`src/rtl/twos_comp_pkg.sv`:
```
// Shared types and constants for the two's-complementer datapath
// (serial negation engine and the downstream 2:1 output mux).
package twos_comp_pkg;

  typedef enum logic [1:0] {
    IDLE  = 2'd0,
    SHIFT = 2'd1,
    DONE  = 2'd2
  } state_t;

  localparam int DEF_WIDTH = 4;

  // Counter must reach WIDTH itself, hence WIDTH+1 codes.
  function automatic int cnt_width(input int w);
    return $clog2(w + 1);
  endfunction

  localparam int CNT_W = cnt_width(DEF_WIDTH);

endpackage

```
`src/rtl/serial_comp_bit.sv`:
```
// One-bit COPY/INVERT cell: passes bits through until the first 1 has
// been consumed, then inverts every later bit.
module serial_comp_bit (
  input  logic Clk,
  input  logic Reset_n,
  input  logic clear,
  input  logic enable,
  input  logic serial_bit,
  output logic comp_bit
);

  logic seen_one;

  always_ff @(posedge Clk) begin
    if (!Reset_n || clear) begin
      seen_one <= 1'b0;
    end else if (enable) begin
      seen_one <= seen_one | serial_bit;
    end
  end

  assign comp_bit = seen_one ? ~serial_bit : serial_bit;

endmodule

```
`src/rtl/serial_twos_complementer.sv`:
```
// Bit-serial two's-complement negator: captures a WIDTH-bit operand, negates
// it LSB-first over WIDTH cycles and holds the result until handshaken.
module serial_twos_complementer
  import twos_comp_pkg::*;
#(
  parameter int WIDTH = DEF_WIDTH
) (
  input  logic             Clk,
  input  logic             Reset_n,
  input  logic             In_Valid,
  output logic             In_Ready,
  input  logic [WIDTH-1:0] In_Data,
  output logic             Out_Valid,
  input  logic             Out_Ready,
  output logic [WIDTH-1:0] Out_Data,
  output logic             Sign,
  output logic             Ovf,
  output logic             Busy
);

  localparam int CW = cnt_width(WIDTH);
  localparam logic [WIDTH-1:0] MOST_NEG = {1'b1, {(WIDTH-1){1'b0}}};

  state_t           state;
  logic [CW-1:0]    cnt;
  logic [WIDTH-1:0] src;
  logic [WIDTH-1:0] res;
  logic [WIDTH-1:0] out_word;
  logic             sign_q;
  logic             ovf_q;
  logic             capture;
  logic             shifting;
  logic             comp_bit;
  logic [WIDTH-1:0] res_next;

  assign capture  = (state == IDLE) && In_Valid;
  assign shifting = (state == SHIFT);
  assign res_next = {comp_bit, res[WIDTH-1:1]};

  serial_comp_bit u_bit (
    .Clk        (Clk),
    .Reset_n    (Reset_n),
    .clear      (capture),
    .enable     (shifting),
    .serial_bit (src[0]),
    .comp_bit   (comp_bit)
  );

  // res accumulates partial bits; out_word only updates on the final step so
  // Out_Data never exposes an in-flight value.
  always_ff @(posedge Clk) begin
    if (!Reset_n) begin
      state    <= IDLE;
      cnt      <= '0;
      src      <= '0;
      res      <= '0;
      out_word <= '0;
      sign_q   <= 1'b0;
      ovf_q    <= 1'b0;
    end else begin
      unique case (state)
        IDLE: begin
          if (In_Valid) begin
            src    <= In_Data;
            sign_q <= In_Data[WIDTH-1];
            ovf_q  <= (In_Data == MOST_NEG);
            cnt    <= '0;
            state  <= SHIFT;
          end
        end
        SHIFT: begin
          src <= src >> 1;
          res <= res_next;
          cnt <= cnt + 1'b1;
          if (cnt == CW'(WIDTH - 1)) begin
            out_word <= res_next;
            state    <= DONE;
          end
        end
        DONE: begin
          if (Out_Ready) begin
            state <= IDLE;
          end
        end
        default: state <= IDLE;
      endcase
    end
  end

  assign In_Ready  = (state == IDLE);
  assign Out_Valid = (state == DONE);
  assign Busy      = shifting;
  assign Out_Data  = out_word;
  assign Sign      = sign_q;
  assign Ovf       = ovf_q;

endmodule

```
`config.mk`:
```
export PLATFORM = sky130hd
export DESIGN_NAME = serial_twos_complementer
export DESIGN_NICKNAME = d
export VERILOG_FILES = /design/src/rtl/twos_comp_pkg.sv /design/src/rtl/serial_comp_bit.sv /design/src/rtl/serial_twos_complementer.sv
export SDC_FILE = /design/constraint.sdc
export NUM_CORES = 1
export LEC_CHECK = 0
export ABC_AREA = 1
export CORE_ASPECT_RATIO = 0.8
export CORE_UTILIZATION = 53
export CTS_CLUSTER_SIZE = 24
export DETAILED_ROUTE_END_ITERATION = 10
export PLACE_DENSITY_LB_ADDON = 0.25
export RECOVER_POWER = 50
export SLEW_MARGIN = 20
export SYNTH_ARGS = -nofsm -noshare
export SYNTH_HDL_FRONTEND = slang
export SYNTH_HIERARCHICAL = 1
export SYNTH_SLANG_ARGS = --single-unit
```
`constraint.sdc`:
```
create_clock -name Clk -period 2.6 [get_ports Clk]
set_input_delay 0.52 -clock Clk [delete_from_list [all_inputs] [get_ports Clk]]
set_output_delay 0.52 -clock Clk [all_outputs]
set_load 0.03 [all_outputs]
```
==> flow_metrics.py <==
metrics = {
    "run_status": {
        "status": "finished, final reports clean",
    },
    "logic_synthesis": {
        "synth-xor-area-share_pct": 0,
        "synth_fa_ha_area_share_pct": 4.286,
        "synth-compound-area-share_pct": 11.86,
        "yosysSeqAreaShare_pct": 43.43,
        "synth-warning-count": 6,
        "synthMuxAreaShare_pct": 0,
        "syn_inst": 123,
        "syn_avg_cell_area_um2": 7.121,
        "synth_cell_type_count": 16,
        "synth_area_um2": 875.8,
        "syn_nets": 134,
        "synth_seq_cells": 19,
        "synth_top_family_by_area": "simple AND/OR/NAND/NOR gates",
        "synth-simple-area-share_pct": 30.14,
    },
    "cells_and_area": {
        "stdcell_count": 162,
        "antenna_cells": 0,
        "nFillCells": 127,
        "drive_above_1_share_pct": 6.383,
        "num-nets-final": 153,
        "area_growth_pct": 21.43,
    },
    "grt": {
        "antenna_found_initial": 0,
        "grt_pass1_vias": 680,
        "grt_max_degree": 13,
        "grt_overflow": 0,
        "grt_usage_pct": 23.62,
        "grt_pass1_wl_um": 2911,
    },
    "power_and_ir_drop": {
        "ir_worst_vdd_mv": 0.4376,
        "p_int_w": 0.0003994,
        "leakage_nw": 0.4952,
        "power.density_nw_per_um2": 522.9,
        "p_sw_w": 0.0001567,
        "p_sw_share_pct": 28.18,
        "clkPwrFrac_pct": 26.9,
        "p_seq_share_pct": 56.9,
        "power_frac_comb_pct": 16.2,
    },
    "floorplan": {
        "row_count": 12,
        "io_pins": 17,
        "dieArea_um2": 1820,
        "coreArea_um2": 1456,
        "initial_core_util_pct": 60.14,
        "fp.dieW_um": 47.45,
        "die_h_um": 38.36,
    },
    "min_path": {
        "hp-start": "Sign$_SDFFE_PN0P_",
        "whs_path_depth": 2,
        "hp-class": "register to register",
        "min_to": "Sign$_SDFFE_PN0P_",
    },
    "worst_setup_path": {
        "reg2regPathDepth": 4,
        "crit_arrival_ns": 1.88,
        "cp_data_required_time_ns": 2.08,
        "path_class": "register to primary output",
        "reg2reg_slack_ns": 0.99,
        "r2r-start": "state[0]$_SDFFE_PN0P_",
        "start_kind": "register",
        "critPathMaxFanout": 9,
        "r2r_end": "src[2]$_SDFFE_PN0P_",
        "end_kind": "primary output",
    },
    "detailed_routing": {
        "ant_nets": 0,
        "wl_per_cell_um": 11.71,
        "drt_pass1_iterations": 4,
        "vias": 803,
        "first_iter_violations": 34,
        "routed_wl_um": 1897,
        "drcViolationCount": 0,
        "via_per_inst": 4.957,
    },
    "timing": {
        "skew_ns": 0.005406,
        "max_freq_mhz": 416.9,
        "hold_violations": 0,
        "finalSetupViolCount": 0,
        "final.setup.tns_ns": 0,
        "maxSlewViolCount": 0,
        "rsz0062_at_grt": "false",
        "tightest_slew_ns": 0.9807,
        "finalCritPeriodShare_pct": 92.26,
        "slew_headroom_pct": 33.93,
        "fin_crit_ns": 2.399,
        "worst_slack_ns": 0.2011,
    },
    "placed_design": {
        "gp_congestion": 0.7724,
        "dp_slack_ns": 0.4751,
        "post-dp-hpwl_um": 1435,
        "place_inst": 158,
        "port_buffers": 16,
    },
    "clock_network": {
        "post_cts_buffers": 0,
        "cts.repair.resized": 0,
        "clock_latency_ns": 0.30,
        "holdBufCountCts": 0,
        "clk_pin_slew_ns": 0.10,
        "htree_num_levels": 1,
        "numCtsBuffers": 3,
        "clk_path_buf_depth": 2,
        "root_buffer": "clkbuf_4",
        "clock-sinks": 19,
        "tritoncts": "yes",
    },
    "run": {
        "drv_cap": 0,
    },
}
## layout make-up
cell class / instances / area [µm²] / share of cell area, %
multi-input combinational: 82 / 394.1 / 37.06
inverter: 20 / 75.07 / 7.059
tap: 21 / 26.28 / 2.471
timing repair buffer: 16 / 160.2 / 15.06
clock buffer: 3 / 22.52 / 2.118
clock inverter: 1 / 5.005 / 0.4706
sequential: 19 / 380.4 / 35.76
## Yosys cell counts
cell type	instances	area share (%)
o21bai_1	3	2.6
or2_1	1	0.71
nand2_1	30	13
nand2_4	2	2.6
nor2_4	1	1.3
nand3_1	5	2.9
o21ai_0	3	1.7
buf_6	1	1.3
clkbuf_1	1	0.43
inv_1	18	7.7
ha_1	3	4.3
a21oi_1	10	5.7
nor2_1	23	9.9
o21ai_4	1	1.9
inv_2	2	0.86
dfxtp_1	19	43
## stage by stage
step	total power, W	util [%]	hold WS, ns	instance area [µm²]
3_3_place_gp	0.0004109	71.91	0.4510	1047
5_1_grt	0.0005803	73.02	0.4898	1064
2_1_floorplan	0.0003826	-	0.4406	875.8
6_report	0.0005561	73.02	0.4688	1064
3_5_place_dp	0.0004144	71.91	0.4586	1047
4_1_cts	0.0005633	73.80	0.4742	1075
## worst max-delay path by stage
| stage | slack, ns | cells after the start | end | from |
|---|---|---|---|---|
| floorplan | 1.14 | 2 | Out_Valid | state[1]$_SDFFE_PN0P_ |
| global placement | 0.55 | 3 | Busy | state[0]$_SDFFE_PN0P_ |
| detailed placement | 0.48 | 3 | Busy | state[0]$_SDFFE_PN0P_ |
| CTS | 0.12 | 3 | Busy | state[0]$_SDFFE_PN0P_ |
| global route | 0.11 | 3 | Busy | state[0]$_SDFFE_PN0P_ |
| finish | 0.20 | 3 | Busy | state[0]$_SDFFE_PN0P_ |
## routing by layer
metal | vias up | GRT usage (%) | wire length (µm)
li1 | 419 | - | -
met1 | 351 | 29.68 | 867
met2 | 27 | 38.70 | 907
met3 | 6 | 8.491 | 105
met4 | 0 | 4.286 | 17
met5 | - | 0 | 0
## state kept, by name (all words and copies together), names as in the netlist
| signal | cells |
|---|---|
| cnt | 3 |
| Sign | 1 |
| src | 4 |
| Ovf | 1 |
| res | 3 |
| u_bit/seen_one | 1 |
| state | 2 |
| Out_Data | 4 |
## cells by family (layout without fill, tap and decap cells)
logic type	after synthesis	after routing
compound gates	17	17
flops	19	19
buf+inv	22	40
simple gates	62	62
fa+ha+maj	3	3
## cells in the final DEF, fill, tap and decap left out
cell type and instances:
nand3_1 5, nand2_4 2, or2_1 1, dfxtp_1 19, clkbuf_4 3, inv_2 2
o21ai_0 4, dlygate4sd3_1 2, clkinv_2 1, clkdlybuf4s50_1 14, o21bai_1 3, nor2_4 1
nor2_1 23, a21oi_1 10, ha_1 3, inv_1 18, nand2_1 30
## power groups by stage
stage                     logic [W]  clock network [W]  registers, W
after floorplan           0.0000622                  0      0.000320
after global placement    0.0000883                  0      0.000323
after detailed placement  0.0000903                  0      0.000324
after CTS                 0.0000918           0.000154      0.000317
after global routing      0.0000994           0.000162      0.000319
final                     0.0000899           0.000150      0.000317
## worst max-delay path, stage by stage (launching register included)
cell,delay [ns]
dfxtp_1,0.54
inv_2,0.10
nor2_4,0.22
clkdlybuf4s50_1,0.72
No activity file was read; power rests on OpenSTA's default activity.
